[config.mk]
export PLATFORM = sky130hd
export DESIGN_NAME = pwm_multi
export DESIGN_NICKNAME = d
export VERILOG_FILES = /design/src/rtl/pwm_pkg.sv /design/src/rtl/pwm_deadtime.sv /design/src/rtl/pwm_multi.sv
export SDC_FILE = /design/constraint.sdc
export NUM_CORES = 1
export LEC_CHECK = 0
export ABC_AREA = 1
export CORE_AREA = 2 2 217 219
export CTS_BUF_LIST = sky130_fd_sc_hd__clkbuf_16
export DETAILED_ROUTE_END_ITERATION = 10
export DIE_AREA = 0 0 219 221
export PLACE_DENSITY = 0.69
export SLEW_MARGIN = 20
export SYNTH_ARGS = -nofsm -noshare
export SYNTH_HDL_FRONTEND = slang
export SYNTH_SLANG_ARGS = --single-unit
[constraint.sdc]
create_clock -name clk -period 6.7 [get_ports clk]
set_input_delay 2.01 -clock clk [delete_from_list [all_inputs] [get_ports clk]]
set_output_delay 2.01 -clock clk [all_outputs]
set_load 0.005 [all_outputs]
[src/rtl/pwm_pkg.sv]
// pwm_pkg
// Shared definitions for the multi-channel PWM block:
//   - pwm_mode_e : counter mode encoding (EDGE = 0, CENTER = 1)
//   - MIN_PERIOD : smallest period accepted into the shadow registers
//   - *_DEFAULT  : default values for the pwm_multi / pwm_deadtime parameters
package pwm_pkg;

  typedef enum logic {
    EDGE   = 1'b0,
    CENTER = 1'b1
  } pwm_mode_e;

  localparam int MIN_PERIOD   = 2;

  localparam int CH_DEFAULT   = 4;
  localparam int W_DEFAULT    = 26;
  localparam int DT_W_DEFAULT = 8;

endpackage

[src/rtl/pwm_deadtime.sv]
// pwm_deadtime
// Dead-time insertion for one PWM channel. Turns the raw compare result into
// a non-overlapping high-side / low-side pair.
// Ports:
//   clk      : clock, rising edge
//   rst      : synchronous active-high reset
//   en       : run enable; while low both outputs are held low and the
//              run-length history is cleared
//   raw      : raw PWM level from the counter compare
//   deadtime : number of cycles raw must be stable before a side turns on
//   hi       : registered high-side output
//   lo       : registered low-side output
module pwm_deadtime
  import pwm_pkg::*;
#(
  parameter int DT_W = DT_W_DEFAULT
) (
  input  logic            clk,
  input  logic            rst,
  input  logic            en,
  input  logic            raw,
  input  logic [DT_W-1:0] deadtime,
  output logic            hi,
  output logic            lo
);

  logic            prev_raw;
  logic [DT_W-1:0] run_len;
  logic [DT_W-1:0] prior_run;
  logic            settled;

  // run_len counts how many consecutive earlier cycles raw held prev_raw.
  // If raw just changed there is no history for the new level yet, so the
  // side it selects waits a full dead-time. With deadtime = 0 the compare is
  // always true and the outputs simply follow raw one cycle later.
  always_comb begin
    prior_run = (raw == prev_raw) ? run_len : '0;
    settled   = (prior_run >= deadtime);
  end

  // hi needs raw=1 and lo needs raw=0, so the two can never be high together.
  // run_len saturates so long steady stretches cannot wrap and re-blank.
  always_ff @(posedge clk) begin
    if (rst || !en) begin
      prev_raw <= 1'b0;
      run_len  <= '0;
      hi       <= 1'b0;
      lo       <= 1'b0;
    end else begin
      prev_raw <= raw;
      if (raw != prev_raw) begin
        run_len <= DT_W'(1);
      end else if (run_len != '1) begin
        run_len <= run_len + DT_W'(1);
      end
      hi <= raw && settled;
      lo <= !raw && settled;
    end
  end

endmodule

[src/rtl/pwm_multi.sv]
// pwm_multi
// Multi-channel PWM generator with a shared counter, double-buffered period /
// duty / mode registers, edge- or center-aligned counting, per-channel duty
// clamping and per-channel dead-time insertion.
// Ports:
//   clk         : clock, rising edge
//   rst         : synchronous active-high reset (priority over en and load)
//   en          : run enable
//   mode        : 0 = edge-aligned, 1 = center-aligned (captured by load)
//   load        : one-cycle strobe capturing period_in/duty_in/mode
//   period_in   : period in cycles (edge) or half-period (center)
//   duty_in     : packed duties, channel i at [i*W +: W]
//   deadtime    : dead-time in cycles, common to all channels
//   pwm_hi      : high-side outputs
//   pwm_lo      : complementary low-side outputs
//   period_tick : one-cycle pulse on the last cycle of each period
//   duty_sat    : per-channel flag, active duty was clamped at last transfer
module pwm_multi
  import pwm_pkg::*;
#(
  parameter int CH   = CH_DEFAULT,
  parameter int W    = W_DEFAULT,
  parameter int DT_W = DT_W_DEFAULT
) (
  input  logic            clk,
  input  logic            rst,
  input  logic            en,
  input  logic            mode,
  input  logic            load,
  input  logic [W-1:0]    period_in,
  input  logic [CH*W-1:0] duty_in,
  input  logic [DT_W-1:0] deadtime,
  output logic [CH-1:0]   pwm_hi,
  output logic [CH-1:0]   pwm_lo,
  output logic            period_tick,
  output logic [CH-1:0]   duty_sat
);

  localparam logic [W-1:0] MIN_P = W'(MIN_PERIOD);

  // Pending (shadow) copies, written by load
  logic [W-1:0] pend_period;
  logic [W-1:0] pend_duty [CH];
  pwm_mode_e    pend_mode;

  // Active copies, used by the counter and compare
  logic [W-1:0] act_period;
  logic [W-1:0] act_duty [CH];
  pwm_mode_e    act_mode;

  logic [W-1:0] cnt;
  logic         dir_down;

  logic [W-1:0] cap_period;
  logic [W-1:0] src_period;
  logic [W-1:0] src_duty [CH];
  pwm_mode_e    src_mode;
  logic         terminal;
  logic         transfer;
  logic [CH-1:0] raw;

  // Values presented to the active registers at a transfer. A load landing
  // on the transfer cycle bypasses the shadow so it takes effect at once
  // instead of waiting another full period.
  always_comb begin
    cap_period = (period_in < MIN_P) ? MIN_P : period_in;
    src_period = load ? cap_period : pend_period;
    src_mode   = load ? pwm_mode_e'(mode) : pend_mode;
    for (int i = 0; i < CH; i++) begin
      src_duty[i] = load ? duty_in[i*W +: W] : pend_duty[i];
    end
  end

  // Last cycle of a period: top of the count in edge mode, bottom of the
  // down-slope in center mode.
  always_comb begin
    if (act_mode == CENTER) begin
      terminal = dir_down && (cnt == '0);
    end else begin
      terminal = (cnt == act_period - W'(1));
    end
  end

  // While disabled the active set tracks pending every cycle, so a restart
  // always begins from the most recently loaded values.
  assign transfer    = !en || terminal;
  assign period_tick = en && !rst && terminal;

  always_comb begin
    for (int i = 0; i < CH; i++) begin
      raw[i] = (cnt < act_duty[i]);
    end
  end

  // Shadow registers: captured on load, mode travels with them.
  always_ff @(posedge clk) begin
    if (rst) begin
      pend_period <= MIN_P;
      pend_mode   <= EDGE;
      for (int i = 0; i < CH; i++) begin
        pend_duty[i] <= '0;
      end
    end else if (load) begin
      pend_period <= cap_period;
      pend_mode   <= pwm_mode_e'(mode);
      for (int i = 0; i < CH; i++) begin
        pend_duty[i] <= duty_in[i*W +: W];
      end
    end
  end

  // Active registers: each duty is clamped against the period it will run
  // with, and the saturation flag reflects only the latest transfer.
  always_ff @(posedge clk) begin
    if (rst) begin
      act_period <= MIN_P;
      act_mode   <= EDGE;
      duty_sat   <= '0;
      for (int i = 0; i < CH; i++) begin
        act_duty[i] <= '0;
      end
    end else if (transfer) begin
      act_period <= src_period;
      act_mode   <= src_mode;
      for (int i = 0; i < CH; i++) begin
        if (src_duty[i] > src_period) begin
          act_duty[i] <= src_period;
          duty_sat[i] <= 1'b1;
        end else begin
          act_duty[i] <= src_duty[i];
          duty_sat[i] <= 1'b0;
        end
      end
    end
  end

  // Shared counter. Both modes restart at 0 counting up after a period ends,
  // which also makes a mode switch at the transfer seamless. In center mode
  // the top value is held for one extra cycle while the direction flips,
  // giving 2P cycles per period with both endpoints repeated.
  always_ff @(posedge clk) begin
    if (rst || !en || terminal) begin
      cnt      <= '0;
      dir_down <= 1'b0;
    end else if (act_mode == CENTER) begin
      if (!dir_down) begin
        if (cnt == act_period - W'(1)) begin
          dir_down <= 1'b1;
        end else begin
          cnt <= cnt + W'(1);
        end
      end else begin
        cnt <= cnt - W'(1);
      end
    end else begin
      cnt <= cnt + W'(1);
    end
  end

  for (genvar g = 0; g < CH; g++) begin : g_ch
    pwm_deadtime #(
      .DT_W(DT_W)
    ) u_dt (
      .clk      (clk),
      .rst      (rst),
      .en       (en),
      .raw      (raw[g]),
      .deadtime (deadtime),
      .hi       (pwm_hi[g]),
      .lo       (pwm_lo[g])
    );
  end

endmodule

==> qor.yml, run 1 <==
status: "finished, final reports clean"
hold_violations: 0
cts_setup_buffers: 0
powerDensity_nw_per_um2: 210
yosys-top-cells-count: "nand2_1 (702), inv_1 (457), nor2_1 (347)"
synth_area_sq_um: 23800
syn2layout_area_growth_pct: 13.0
p_leak_nw: 12.3
postSynthRegisterBits: 337
synth-seq-area-share: 0.371
instances_no_fill: 3881
synthTopCellsByArea: "edfxtp_1 (26%), ha_1 (12%), nand2_1 (11%), dfxtp_1 (11%), inv_1 (7.2%)"
synthMuxAreaShare: 0
cts_sinks: 337
htreeDepth: 2
synthArstFlopShare: 0
avgSynthCellArea_sq_um: 7.56
place.gp.congestion: 0.997
yosys.area_share.simple: 0.257
dieArea_sq_um: 48400
grt_pass1_wl_microns: 117000
ys_dominant_reg_cell: "edfxtp_1"
synth_cell_types: 53
required_ns: 4.69
final_antenna_net_count: 0
cts-resized-gates: 0
path_class: "primary input to output port"
synth_top_area_frac: 0.263
clockBufferDepth: 3
startpoint_type: "primary input"
grt_pass1_vias: 20800
vdd_drop_max_uv: 209
nNetsFinal: 3622
start_util: 0.516
synth_nets: 3521
period_needed_ns: 5.83
tritoncts: "yes"
ios: 156
synth_compound_area_frac: 0.110
drc_errors: 0
rrSetupSlack_ns: 2.43
n_antenna_cell: 0
dpl.cell_count: 3813
grt_overflow_total: 0
std_cell_rows: 79
drv_cap: 0
slew_headroom: 0.300
synth_edf_count: 208
synthAdderAreaFrac: 0.122
path_clk_slew_ns: 0.07
gr-usage-met1: 0.436
startpoint: "en"
firstDrtPassIters: 6
layout_worst_path_cycle_share: 0.870
clkLatencyLatePin_ns: 0.58
core_sq_um: 46100
viasPerCell: 5.64
grt_setup_unrepaired: "false"
die_x_microns: 219
hp-class: "flop to flop"
cp-end-kind: "output port"
skew_ns: 0.0241
dpl.hpwl_microns: 57000
min-delay-start: "duty_sat[3]"
slew_viol_final: 0
setup_viol: 0
numCtsBuffers: 39
grt_max_degree: 93
ys_warn_count: 0
grt-busiest-layer: "met2"
drtIter0Drc: 2273
grt.total_usage: 0.314
layout-drive-gt1-share: 0.0498
place_area_sq_um: 25700
drt-total-wl_microns: 76200
worstMarginPinSlew_ns: 1.04
syn_inst: 3146
synth_top_family_by_area: "simple AND/OR/NAND/NOR gates"
synth-xor-area-share: 0.0313
critPathArrivalTime_ns: 3.82
io_buffer_count: 155
grt.met2_usage: 0.482
setup-tns-final_ns: 0
grtUsageMet3: 0.0504
timing.rr.start: "cnt[21]"
final_cell_area_sq_um: 26900
fmax_mhz: 172
num_vias: 21900
cp_max_fo: 12
grt_antenna_before_repair: 2
cts_root_buf: "clkbuf_16"
wire_per_inst_microns: 19.6
yosys.area.top_type: "edfxtp_1"
yosysMostFrequentCell: "nand2_1"
postCtsHoldBufs: 0
dieHeight_microns: 221
## path summary, 6_finish.rpt
kind	to	cells past startpoint
setup / recovery	period_tick	8
hold / removal	duty_sat[3]	2
setup reg to reg	g_ch[0].u_dt.lo	20
hold reg to reg	duty_sat[3]	2
## power by group
group,internal [W],switching (W)
clock,0.00117,0.000899
sequential,0.00236,0.0000642
combinational,0.000374,0.000762
## state kept, by name, summed over array words and instances, names as in the netlist
signal              count
cnt                    26
pend_duty             104
g_ch.u_dt.prev_raw      4
act_duty              104
act_mode                1
pend_mode               1
duty_sat                4
g_ch.u_dt.hi            4
g_ch.u_dt.lo            4
pend_period            26
g_ch.u_dt.run_len      32
act_period             26
dir_down                1
## placed cells by master (no fill, tap or decap), types with 47 or more instances in the layout
cell	Yosys	layout
a21oi_1	160	160
nand3_1	93	93
nor2_1	347	347
nand4_1	159	159
edfxtp_1	208	208
xor2_1	64	64
ha_1	232	232
inv_1	457	463
clkdlybuf4s50_1	0	154
dfxtp_1	129	129
o21ai_0	205	203
nand2_1	702	700
buf_4	20	47
## metal layers
| layer | share of wire | routed length [microns] | vias up |
|---|---|---|---|
| met4 | 0.048 | 3660 | 0 |
| met2 | 0.44 | 33200 | 1000 |
| met3 | 0.083 | 6350 | 187 |
| li1 | - | - | 10600 |
| met1 | 0.43 | 33000 | 10100 |
| met5 | 0 | 0 | - |
## critical path: stages
cell and delay, ns:
clkdlybuf4s50_1 0.52, inv_1 0.05, nor2_1 0.10, buf_4 0.22, inv_1 0.05, buf_4 0.19, a21oi_1 0.14, clkdlybuf4s50_1 0.53
## per-stage QoR
step / worst slack [ns] / hold WS, ns / utilization / total power [W]
after floorplan: 0.805 / 0.438 / - / 0.00318
after global placement: 0.657 / 0.454 / 0.557 / 0.00354
after detailed placement: 0.623 / 0.452 / 0.557 / 0.00358
final: 0.870 / 0.459 / 0.583 / 0.00564
after global routing: 0.784 / 0.496 / 0.583 / 0.00588
after CTS: 0.869 / 0.463 / 0.583 / 0.00564
## logic make-up (layout without fill, tap and decap cells)
| kind of cell | Yosys count | after routing |
|---|---|---|
| compound gates | 470 | 470 |
| xor+xnor | 80 | 80 |
| fa+ha+maj | 232 | 232 |
| buf+inv | 612 | 740 |
| flops | 337 | 337 |
| simple gates | 1415 | 1415 |
## cell type report
cell class / count / area, sq um
fill: 4264 / 19200
multi-input combinational: 2197 / 12400
sequential: 337 / 8830
timing repair buffer: 204 / 1940
inverter: 468 / 1770
clock buffer: 39 / 976
tap: 607 / 759
clock inverter: 29 / 216
Note: power is estimated with default switching activity, not from simulation.
==> run 2, diff against run 1 <==
--- a/config.mk
+++ b/config.mk
@@ -8,10 +8,11 @@
 export ABC_AREA = 1
 export CORE_AREA = 2 2 217 219
 export CTS_BUF_LIST = sky130_fd_sc_hd__clkbuf_16
+export CTS_CLUSTER_SIZE = 30
 export DETAILED_ROUTE_END_ITERATION = 10
 export DIE_AREA = 0 0 219 221
 export PLACE_DENSITY = 0.69
-export SLEW_MARGIN = 20
+export SLEW_MARGIN = 10
 export SYNTH_ARGS = -nofsm -noshare
 export SYNTH_HDL_FRONTEND = slang
 export SYNTH_SLANG_ARGS = --single-unit
==> results of run 2 <==
The final DEF is identical to that of run 1; final timing and power are the same.
